`src/rtl/axi4l_regfile.sv`:
```
// AXI4-Lite slave register bank: R/W registers drive reg_out, read-only slots return reg_in.
// Write address and data are captured independently; at most one write and one read outstanding.
module axi4l_regfile #(
  parameter int                  ADDR_WIDTH = 32,
  parameter int                  DATA_WIDTH = 32,
  parameter int                  NUM_REGS   = 16,
  parameter logic [NUM_REGS-1:0] RO_MASK    = {NUM_REGS{1'b0}}
) (
  input  logic                           axi4l_aclk,
  input  logic                           axi4l_arst,
  input  logic [ADDR_WIDTH-1:0]          awaddr,
  input  logic                           awvalid,
  output logic                           awready,
  input  logic [DATA_WIDTH-1:0]          wdata,
  input  logic [DATA_WIDTH/8-1:0]        wstrb,
  input  logic                           wvalid,
  output logic                           wready,
  output logic [1:0]                     bresp,
  output logic                           bvalid,
  input  logic                           bready,
  input  logic [ADDR_WIDTH-1:0]          araddr,
  input  logic                           arvalid,
  output logic                           arready,
  output logic [DATA_WIDTH-1:0]          rdata,
  output logic [1:0]                     rresp,
  output logic                           rvalid,
  input  logic                           rready,
  output logic [NUM_REGS*DATA_WIDTH-1:0] reg_out,
  input  logic [NUM_REGS*DATA_WIDTH-1:0] reg_in,
  output logic [NUM_REGS-1:0]            wr_pulse
);

  localparam int STRB_WIDTH = DATA_WIDTH / 8;
  localparam int LSB        = $clog2(STRB_WIDTH);
  localparam int IDXW       = (NUM_REGS > 1) ? $clog2(NUM_REGS) : 1;
  localparam logic [IDXW:0] NUM_REGS_W  = (IDXW + 1)'(NUM_REGS);
  localparam logic [1:0]    RESP_OKAY   = 2'b00;
  localparam logic [1:0]    RESP_SLVERR = 2'b10;

  function automatic logic [IDXW-1:0] addr_idx(input logic [ADDR_WIDTH-1:0] addr);
    return addr[LSB +: IDXW];
  endfunction

  // In range only when no bit above the index field is set and the index names a real register.
  function automatic logic addr_ok(input logic [ADDR_WIDTH-1:0] addr);
    logic [ADDR_WIDTH-1:0] upper;
    upper = addr >> (LSB + IDXW);
    return (upper == {ADDR_WIDTH{1'b0}}) && ({1'b0, addr[LSB +: IDXW]} < NUM_REGS_W);
  endfunction

  function automatic logic [DATA_WIDTH-1:0] merge_strb(input logic [DATA_WIDTH-1:0] old_v,
                                                       input logic [DATA_WIDTH-1:0] new_v,
                                                       input logic [STRB_WIDTH-1:0] strb);
    logic [DATA_WIDTH-1:0] res;
    for (int b = 0; b < STRB_WIDTH; b++) begin
      res[b*8 +: 8] = strb[b] ? new_v[b*8 +: 8] : old_v[b*8 +: 8];
    end
    return res;
  endfunction

  logic [DATA_WIDTH-1:0] regs_r   [NUM_REGS];
  logic [DATA_WIDTH-1:0] reg_in_s [NUM_REGS];

  logic                  aw_held_r, w_held_r, aw_ok_r;
  logic [IDXW-1:0]       aw_idx_r;
  logic [DATA_WIDTH-1:0] wdata_r;
  logic [STRB_WIDTH-1:0] wstrb_r;
  logic                  awready_r, wready_r, bvalid_r;
  logic [1:0]            bresp_r;
  logic [NUM_REGS-1:0]   wr_pulse_r;
  logic                  arready_r, rvalid_r;
  logic [DATA_WIDTH-1:0] rdata_r;
  logic [1:0]            rresp_r;

  logic                  aw_hs_s, w_hs_s, ar_hs_s, commit_s;
  logic                  aw_held_nx_s, w_held_nx_s, bvalid_nx_s, rvalid_nx_s;
  logic [IDXW-1:0]       aw_idx_s, ar_idx_s;
  logic                  ar_ok_s;
  logic [DATA_WIDTH-1:0] rd_val_s;

  assign aw_hs_s  = awvalid && awready_r;
  assign w_hs_s   = wvalid && wready_r;
  assign ar_hs_s  = arvalid && arready_r;
  assign commit_s = aw_held_r && w_held_r;
  assign aw_idx_s = addr_idx(awaddr);

  for (genvar i = 0; i < NUM_REGS; i++) begin : g_slot
    assign reg_in_s[i] = reg_in[i*DATA_WIDTH +: DATA_WIDTH];
    assign reg_out[i*DATA_WIDTH +: DATA_WIDTH] = RO_MASK[i] ? {DATA_WIDTH{1'b0}} : regs_r[i];
  end

  // Write-side next state: holds fill on handshake and drain together on commit.
  always_comb begin
    aw_held_nx_s = aw_held_r;
    w_held_nx_s  = w_held_r;
    bvalid_nx_s  = bvalid_r;
    if (commit_s) begin
      aw_held_nx_s = 1'b0;
      w_held_nx_s  = 1'b0;
      bvalid_nx_s  = 1'b1;
    end else begin
      if (aw_hs_s) aw_held_nx_s = 1'b1; else aw_held_nx_s = aw_held_r;
      if (w_hs_s) w_held_nx_s = 1'b1; else w_held_nx_s = w_held_r;
      if (bvalid_r && bready) bvalid_nx_s = 1'b0; else bvalid_nx_s = bvalid_r;
    end
  end

  // Write channel registers, register bank and write strobes.
  always_ff @(posedge axi4l_aclk) begin
    if (axi4l_arst) begin
      aw_held_r  <= 1'b0;
      w_held_r   <= 1'b0;
      aw_ok_r    <= 1'b0;
      aw_idx_r   <= {IDXW{1'b0}};
      wdata_r    <= {DATA_WIDTH{1'b0}};
      wstrb_r    <= {STRB_WIDTH{1'b0}};
      awready_r  <= 1'b0;
      wready_r   <= 1'b0;
      bvalid_r   <= 1'b0;
      bresp_r    <= RESP_OKAY;
      wr_pulse_r <= {NUM_REGS{1'b0}};
      for (int i = 0; i < NUM_REGS; i++) regs_r[i] <= {DATA_WIDTH{1'b0}};
    end else begin
      aw_held_r  <= aw_held_nx_s;
      w_held_r   <= w_held_nx_s;
      bvalid_r   <= bvalid_nx_s;
      awready_r  <= !aw_held_nx_s && !bvalid_nx_s;
      wready_r   <= !w_held_nx_s && !bvalid_nx_s;
      wr_pulse_r <= {NUM_REGS{1'b0}};
      if (aw_hs_s) begin
        aw_idx_r <= aw_idx_s;
        aw_ok_r  <= addr_ok(awaddr) && !RO_MASK[aw_idx_s];
      end
      if (w_hs_s) begin
        wdata_r <= wdata;
        wstrb_r <= wstrb;
      end
      if (commit_s) begin
        bresp_r <= aw_ok_r ? RESP_OKAY : RESP_SLVERR;
        if (aw_ok_r) begin
          regs_r[aw_idx_r]     <= merge_strb(regs_r[aw_idx_r], wdata_r, wstrb_r);
          wr_pulse_r[aw_idx_r] <= 1'b1;
        end
      end
    end
  end

  // Read decode; the bank is sampled before any commit landing on the same edge.
  always_comb begin
    ar_idx_s    = addr_idx(araddr);
    ar_ok_s     = addr_ok(araddr);
    rd_val_s    = {DATA_WIDTH{1'b0}};
    rvalid_nx_s = rvalid_r;
    if (!ar_ok_s) rd_val_s = {DATA_WIDTH{1'b0}};
    else if (RO_MASK[ar_idx_s]) rd_val_s = reg_in_s[ar_idx_s];
    else rd_val_s = regs_r[ar_idx_s];
    if (ar_hs_s) rvalid_nx_s = 1'b1;
    else if (rvalid_r && rready) rvalid_nx_s = 1'b0;
    else rvalid_nx_s = rvalid_r;
  end

  // Read channel registers; rdata/rresp only move on an AR handshake.
  always_ff @(posedge axi4l_aclk) begin
    if (axi4l_arst) begin
      arready_r <= 1'b0;
      rvalid_r  <= 1'b0;
      rdata_r   <= {DATA_WIDTH{1'b0}};
      rresp_r   <= RESP_OKAY;
    end else begin
      rvalid_r  <= rvalid_nx_s;
      arready_r <= !rvalid_nx_s;
      if (ar_hs_s) begin
        rdata_r <= rd_val_s;
        rresp_r <= ar_ok_s ? RESP_OKAY : RESP_SLVERR;
      end
    end
  end

  assign awready  = awready_r;
  assign wready   = wready_r;
  assign bvalid   = bvalid_r;
  assign bresp    = bresp_r;
  assign arready  = arready_r;
  assign rvalid   = rvalid_r;
  assign rdata    = rdata_r;
  assign rresp    = rresp_r;
  assign wr_pulse = wr_pulse_r;

endmodule

```
`config.mk`:
```
export PLATFORM = sky130hd
export DESIGN_NAME = axi4l_regfile
export DESIGN_NICKNAME = d
export VERILOG_FILES = /design/src/rtl/axi4l_regfile.sv
export SDC_FILE = /design/constraint.sdc
export NUM_CORES = 1
export LEC_CHECK = 0
export CORE_AREA = 3 3 462 464
export DETAILED_ROUTE_END_ITERATION = 8
export DIE_AREA = 0 0 465 467
export HOLD_SLACK_MARGIN = 0.12
export PLACE_DENSITY_LB_ADDON = 0.15
export SETUP_SLACK_MARGIN = 0.1
export SKIP_CTS_REPAIR_TIMING = 1
export SLEW_MARGIN = 20
export SYNTH_ARGS = -nofsm -noshare
export SYNTH_HDL_FRONTEND = slang
export SYNTH_SLANG_ARGS = --single-unit
```
`constraint.sdc`:
```
create_clock -name axi4l_aclk -period 6.2 [get_ports axi4l_aclk]
set_input_delay 1.55 -clock axi4l_aclk [delete_from_list [all_inputs] [get_ports axi4l_aclk]]
set_output_delay 1.55 -clock axi4l_aclk [all_outputs]
set_load 0.01 [all_outputs]
```
==> metrics.md, run 1 <==
| Metric | Value |
|---|---|
| RSZ-0062 raised after global routing | `false` |
| Nets | `3447` |
| Switch share | `a little over a quarter` |
| Cell taking the most area after synthesis | `edfxtp_1` |
| Skew-Pair Late Insertion Delay | `approximately 730 ps` |
| Via/cell ratio | `between 3 and 4` |
| Clock power share | `a little under half` |
| Num Clock Sinks | `a little over 600` |
| GP Congestion | `about 0.75` |
| Worst slew margin | `about 24%` |
| Syn Area/Cell | `roughly 13 µm²` |
| Fmax | `249 MHz` |
| Distinct cell type count after synthesis | `34` |
| Initial Util | `about an eighth` |
| Sequential area share after synthesis | `between 60% and 70%` |
| Final critical-path share of the clock period | `between 60% and 70%` |
| Initial antenna violation count | `13` |
| Setup violators final | `0` |
| Power per cell area | `around 260 nW/µm²` |
| Io pins | `between 1k and 1.5k` |
| Commonest non-fill, non-tap cell in the layout | `clkdlybuf4s50_1` |
| Post-DP HPWL | `120000 µm` |
| Dominant cells by area after synthesis | `edfxtp_1 (56%), and2_1 (12%), mux2i_1 (9.3%)` |
| Largest net degree at the start of global routing | `about 100` |
| Crit-path max FO | `97` |
| Hold Vio Cnt, Final | `0` |
| Synth warn | `0` |
| CTS Root Buffer Type | `clkbuf_16` |
| Worst Path Arrival | `roughly 4600 ps` |
| Final WS setup | `between 2000 and 2500 ps` |
| Maximum buffer depth of the clock tree | `3` |
| Setup TNS | `0 ps` |
| Clock Skews | `~38 ps` |
| CP required | `a little under 7000 ps` |
| Antenna Nets Post-Route | `0` |
| Global router's overall resource usage | `~14%` |
| Final WL | `between 150000 and 200000 µm` |
| I/O Buffers | `~670` |
| Reg power frac | `44.8%` |
| Internal | `approximately 0.0078 W` |
| Syn-to-layout area delta | `47.2%` |
| Cell area after synthesis | `between 20000 and 30000 µm²` |
| Fraction of power consumed by combinational cells | `a little under a tenth` |
| Drt wl/cell | `approximately 28 µm` |
| Die Width | `roughly 470 µm` |
| H-tree Lvls | `3` |
| DRT iter0 DRCs | `about 1.1k` |
| CP Class | `in2reg` |
| Gr ovfl total | `0` |
| Switch Pwr | `0.00282 W` |
| Top cell type's share of synthesized area | `a little under three fifths` |
| Vias in the first global route | `about 22k` |
| Max Transition Viols Final | `0` |
| CP Capture Type | `flip-flop` |
| FP Rows | `between 150 and 200` |
| Status | `finished clean` |
| Worst IR Drop VDD | `about 0.17 mV` |
| Most frequent cells in the layout | `clkdlybuf4s50_1 (665), and2_1 (513), edfxtp_1 (512)` |
| Number of synthesized register bits | `between 600 and 700` |
| Die Y | `467 µm` |
| Routed via count | `between 20k and 25k` |
| Share of cells above drive strength 1 | `10.2%` |
| Worst slack, placed | `about 1400 ps` |
| Maxcap violations | `0` |
| Placeable Area | `about 210000 µm²` |
| Fin crit period | `4020 ps` |
| Type of the tightest min-delay check | `reg2reg` |
| DRC | `0` |
| First-pass GRT wire length | `between 200000 and 250000 µm` |
| Startpoint types | `input pin` |
| Leak | `around 14 nW` |
| CTS clk-pin slew, worst paths | `50 ps` |
| Die area | `around 220000 µm²` |
| Mapped Cells | `approximately 2.2k` |
| CTS tree | `built` |
| Total CTS buffers | `84` |
| Count of TritonRoute iterations in the first routing pass | `4` |
| Slew @ Worst Pin | `around 1100 ps` |
-- synth_stat cells --
library cell,count
a2111oi_0,1
a211oi_1,2
a211oi_2,30
a21oi_1,46
a221oi_1,32
a22oi_1,64
and2_1,515
and3_1,1
and4b_1,1
buf_1,17
buf_2,5
buf_4,2
buf_6,3
clkbuf_1,118
conb_1,1
dfxtp_1,98
edfxtp_1,512
mux2_2,2
mux2i_1,256
nand2_1,126
nand2b_1,6
nand3_1,10
nand3b_1,3
nand4_1,1
nor2_1,83
nor2b_1,5
nor3_1,38
nor4_1,12
o21ai_0,32
o22ai_1,32
o2bb2ai_1,32
or2_2,65
or3b_2,1
or4_1,6
-- sequential cells by signal, summed over array words and instances (netlist names), 4 cells and up --
register  flops
rdata        32
wdata_r      32
wstrb_r       4
aw_idx_r      4
regs_r      512
wr_pulse     16
-- logic make-up after synthesis --
kind of cell,count (synthesis),share of synthesized area [%]
AOI/OAI and AO/OA,271,7.40
buffers and inverters,145,2.12
DFF,610,63.2
muxes,258,9.42
other,1,0.0137
and+or+nand+nor,873,17.8
-- path summary, 6_finish.rpt --
path,slack (ps),start,cells past startpoint,end
max,2180,axi4l_arst,7,rdata[4]
min,500,rdata[30],2,rdata[30]
max reg2reg,2840,w_held_r,5,regs_r[0][3]
min reg2reg,500,rdata[30],2,rdata[30]
-- power groups by stage --
stage	logic (W)	clock network (W)	registers, W
final	0.000965	0.00489	0.00476
after global routing	0.00103	0.00519	0.00477
after floorplan	0.000345	0	0.00477
after global placement	0.000992	0	0.00485
after CTS	0.000994	0.00506	0.00476
after detailed placement	0.000991	0	0.00485
-- stage by stage --
| step | cells | hold slack (ps) | instance area, µm² | utilization [%] | total power (W) |
|---|---|---|---|---|---|
| after floorplan | 2159 | 448 | 27400 | - | 0.00511 |
| after global placement | 5546 | 474 | 37600 | 17.9 | 0.00584 |
| after detailed placement | 5547 | 489 | 37600 | 18.0 | 0.00584 |
| after CTS | 5704 | 498 | 40400 | 19.3 | 0.0108 |
| after global routing | 5705 | 529 | 40400 | 19.3 | 0.0110 |
| final | 5708 | 497 | 40400 | 19.3 | 0.0106 |
-- cell type report --
cell class                      count  area (µm²)
Fill cell                       22933      169000
Sequential cell                   610       17300
Multi-Input combinational cell   1404        9580
Timing Repair Buffer              728        7210
Tap cell                         2805        3510
Clock buffer                      122        2400
Clock inverter                     35         325
Antenna cell                        4        10.0
-- worst max-delay path, stage by stage --
cell and delay [ps]:
buf_4 300, buf_4 650, buf_4 760, a21oi_4 50, buf_12 250, a221oi_1 650, a211oi_2 60
-- per-layer routing --
| layer | up-vias | global-route usage (%) | wire [µm] |
|---|---|---|---|
| met2 | 810 | 21.5 | 68400 |
| met3 | 124 | 5.66 | 14600 |
| met1 | 10279 | 18.6 | 72400 |
| li1 | 9200 | - | - |
| met4 | 0 | 2.87 | 2740 |
| met5 | - | 0 | 0 |
(Power assumes the default switching activity.)
==> run 2: changes to the inputs <==
Clock period 6.2 ns to 3.4 ns, I/O delays scaled along.
==> run 2 against run 1 <==
Via count about the same; critical path depth down 3; routed wire length down 0.39%; clock skew down 11 ps; power up 83%; sequential power up 82%; combinational power up 85%; global-route usage about the same; cell count up 1.1%; cell area up 1.7%; setup slack worse by 1900 ps; flip-flop and latch count unchanged; critical path type is now reg2reg; largest power group unchanged.
==> metrics.md, run 2 (same netlist as run 1, synthesis figures left out) <==
| Metric | Value |
|---|---|
| Largest net degree at the start of global routing | `114` |
| Most frequent cells in the layout | `clkdlybuf4s50_1 (665), and2_1 (513), edfxtp_1 (512)` |
| Worst reg2reg path depth | `4` |
| Hold Vio Cnt, Final | `0` |
| Post-DP HPWL | `between 100000 and 150000 µm` |
| CTS clk-pin slew, worst paths | `60 ps` |
| Share of cells above drive strength 1 | `about 12%` |
| Worst IR Drop VDD | `0.325 mV` |
| End of the worst hold path | `bresp[1]` |
| Worst slack, placed | `between 60 and 70 ps` |
| DRC | `0` |
| Max reg flops | `approximately 510` |
| Power per cell area | `473 nW/µm²` |
| First-pass GRT wire length | `205000 µm` |
| Design area | `around 40000 µm²` |
| Die Y | `between 400 and 500 µm` |
| Gr ovfl total | `0` |
| Leak | `around 15 nW` |
| RSZ-0062 raised after global routing | `false` |
| Die area | `between 200000 and 250000 µm²` |
| DRT iter0 DRCs | `approximately 1.3k` |
| Reg2reg setup slack | `roughly 300 ps` |
| Setup TNS | `0 ps` |
| Initial Util | `a little over an eighth` |
| Initial antenna violation count | `18` |
| Nets | `3508` |
| Clock Skews | `26.1 ps` |
| Worst Path Arrival | `approximately 3500 ps` |
| FP Rows | `roughly 170` |
| Count of TritonRoute iterations in the first routing pass | `5` |
| Fmax | `around 320 MHz` |
| Slew @ Worst Pin | `1140 ps` |
| Setup violators final | `0` |
| Worst reg2reg path endpoint | `regs_r[8][19]` |
| Total CTS buffers | `83` |
| Worst Hold Depth | `2` |
| Top reg by flops | `regs_r` |
| CTS Root Buffer Type | `clkbuf_16` |
| Final WL | `roughly 160000 µm` |
| Routed via count | `roughly 20k` |
| Crit-path max FO | `9` |
| Num Clock Sinks | `610` |
| Max Transition Viols Final | `0` |
| Via/cell ratio | `3.54` |
| Startpoint types | `flip-flop` |
| Hold path start | `axi4l_arst` |
| Worst slew margin | `around a quarter` |
| GP Congestion | `~0.76` |
| Skew-Pair Late Insertion Delay | `720 ps` |
| CP Class | `reg2reg` |
| Final critical-path share of the clock period | `between 90% and 100%` |
| Total power | `around 0.019 W` |
| Die Width | `about 470 µm` |
| Antenna Nets Post-Route | `0` |
| Maxcap violations | `0` |
| Syn-to-layout area delta | `49.6%` |
| Io pins | `around 1.2k` |
| Maximum buffer depth of the clock tree | `3` |
| Crit. Startpoint | `aw_idx_r[1]` |
| Commonest non-fill, non-tap cell in the layout | `clkdlybuf4s50_1` |
| CTS tree | `built` |
| Type of the tightest min-delay check | `in2reg` |
| Post-DP Area | `~38000 µm²` |
| H-tree Lvls | `3` |
| Global router's overall resource usage | `between 10% and 20%` |
| Placeable Area | `between 200000 and 250000 µm²` |
| Fin crit period | `~3100 ps` |
| RR Startpoint | `aw_idx_r[1]` |
| Final core utilization | `a little under 20%` |
| Vias in the first global route | `roughly 21k` |
| Status | `finished clean` |
| CP Capture Type | `flip-flop` |
| Final WS setup | `between 200 and 300 ps` |
| CP required | `roughly 3800 ps` |
| I/O Buffers | `around 670` |
| Drt wl/cell | `between 20 and 30 µm` |
## run 2: cell types whose count changed in the layout (fill, tap and decap cells not counted), moves of 2 or more
cell / delta
clkinv_2: +7
buf_12: +15
clkinv_1: -5
inv_16: -2
diode_2: +4
nor2b_1: -2
nor2b_2: +2
buf_4: +48
## run 2: metrics by stage
stage	cells	hold WS, ps
5_1_grt	5767	310
4_1_cts	5765	281
6_report	5773	364
3_5_place_dp	5609	478
2_1_floorplan	2159	448
3_3_place_gp	5609	475
## run 2: metal layers
layer | track usage, % | up-vias | routed length, µm
met5 | 0 | - | 19
met3 | 5.97 | 137 | 15900
met1 | 18.4 | 10136 | 70500
met4 | 2.94 | 2 | 2630
met2 | 21.5 | 822 | 68500
li1 | - | 9314 | -
## run 2: worst max-delay path by stage
stage | to | cells after the start
floorplan | rdata[22] | 6
global placement | rdata[2] | 6
detailed placement | rdata[5] | 6
CTS | regs_r[9][19] | 5
global route | regs_r[8][19] | 4
finish | regs_r[8][19] | 4
## run 2: report_power, final
part           total (W)  switching (W)  internal [W]
clock network    0.00895        0.00374       0.00521
registers        0.00868       0.000363       0.00832
logic            0.00179        0.00102      0.000767
## run 2: area by class of cell
| class | instances | area, µm² |
|---|---|---|
| Timing Repair Buffer | 790 | 7840 |
| Multi-Input combinational cell | 1404 | 9580 |
| Clock inverter | 36 | 362 |
| Clock buffer | 120 | 2380 |
| Tap cell | 2805 | 3510 |
| Antenna cell | 8 | 20.0 |
| Fill cell | 22822 | 169000 |
| Sequential cell | 610 | 17300 |
## run 2: worst max-delay path: stages, from the launching register on
cell	delay [ps]
dfxtp_1	470
nor2_1	730
nand2_1	460
nor2_1	670
or2_2	410
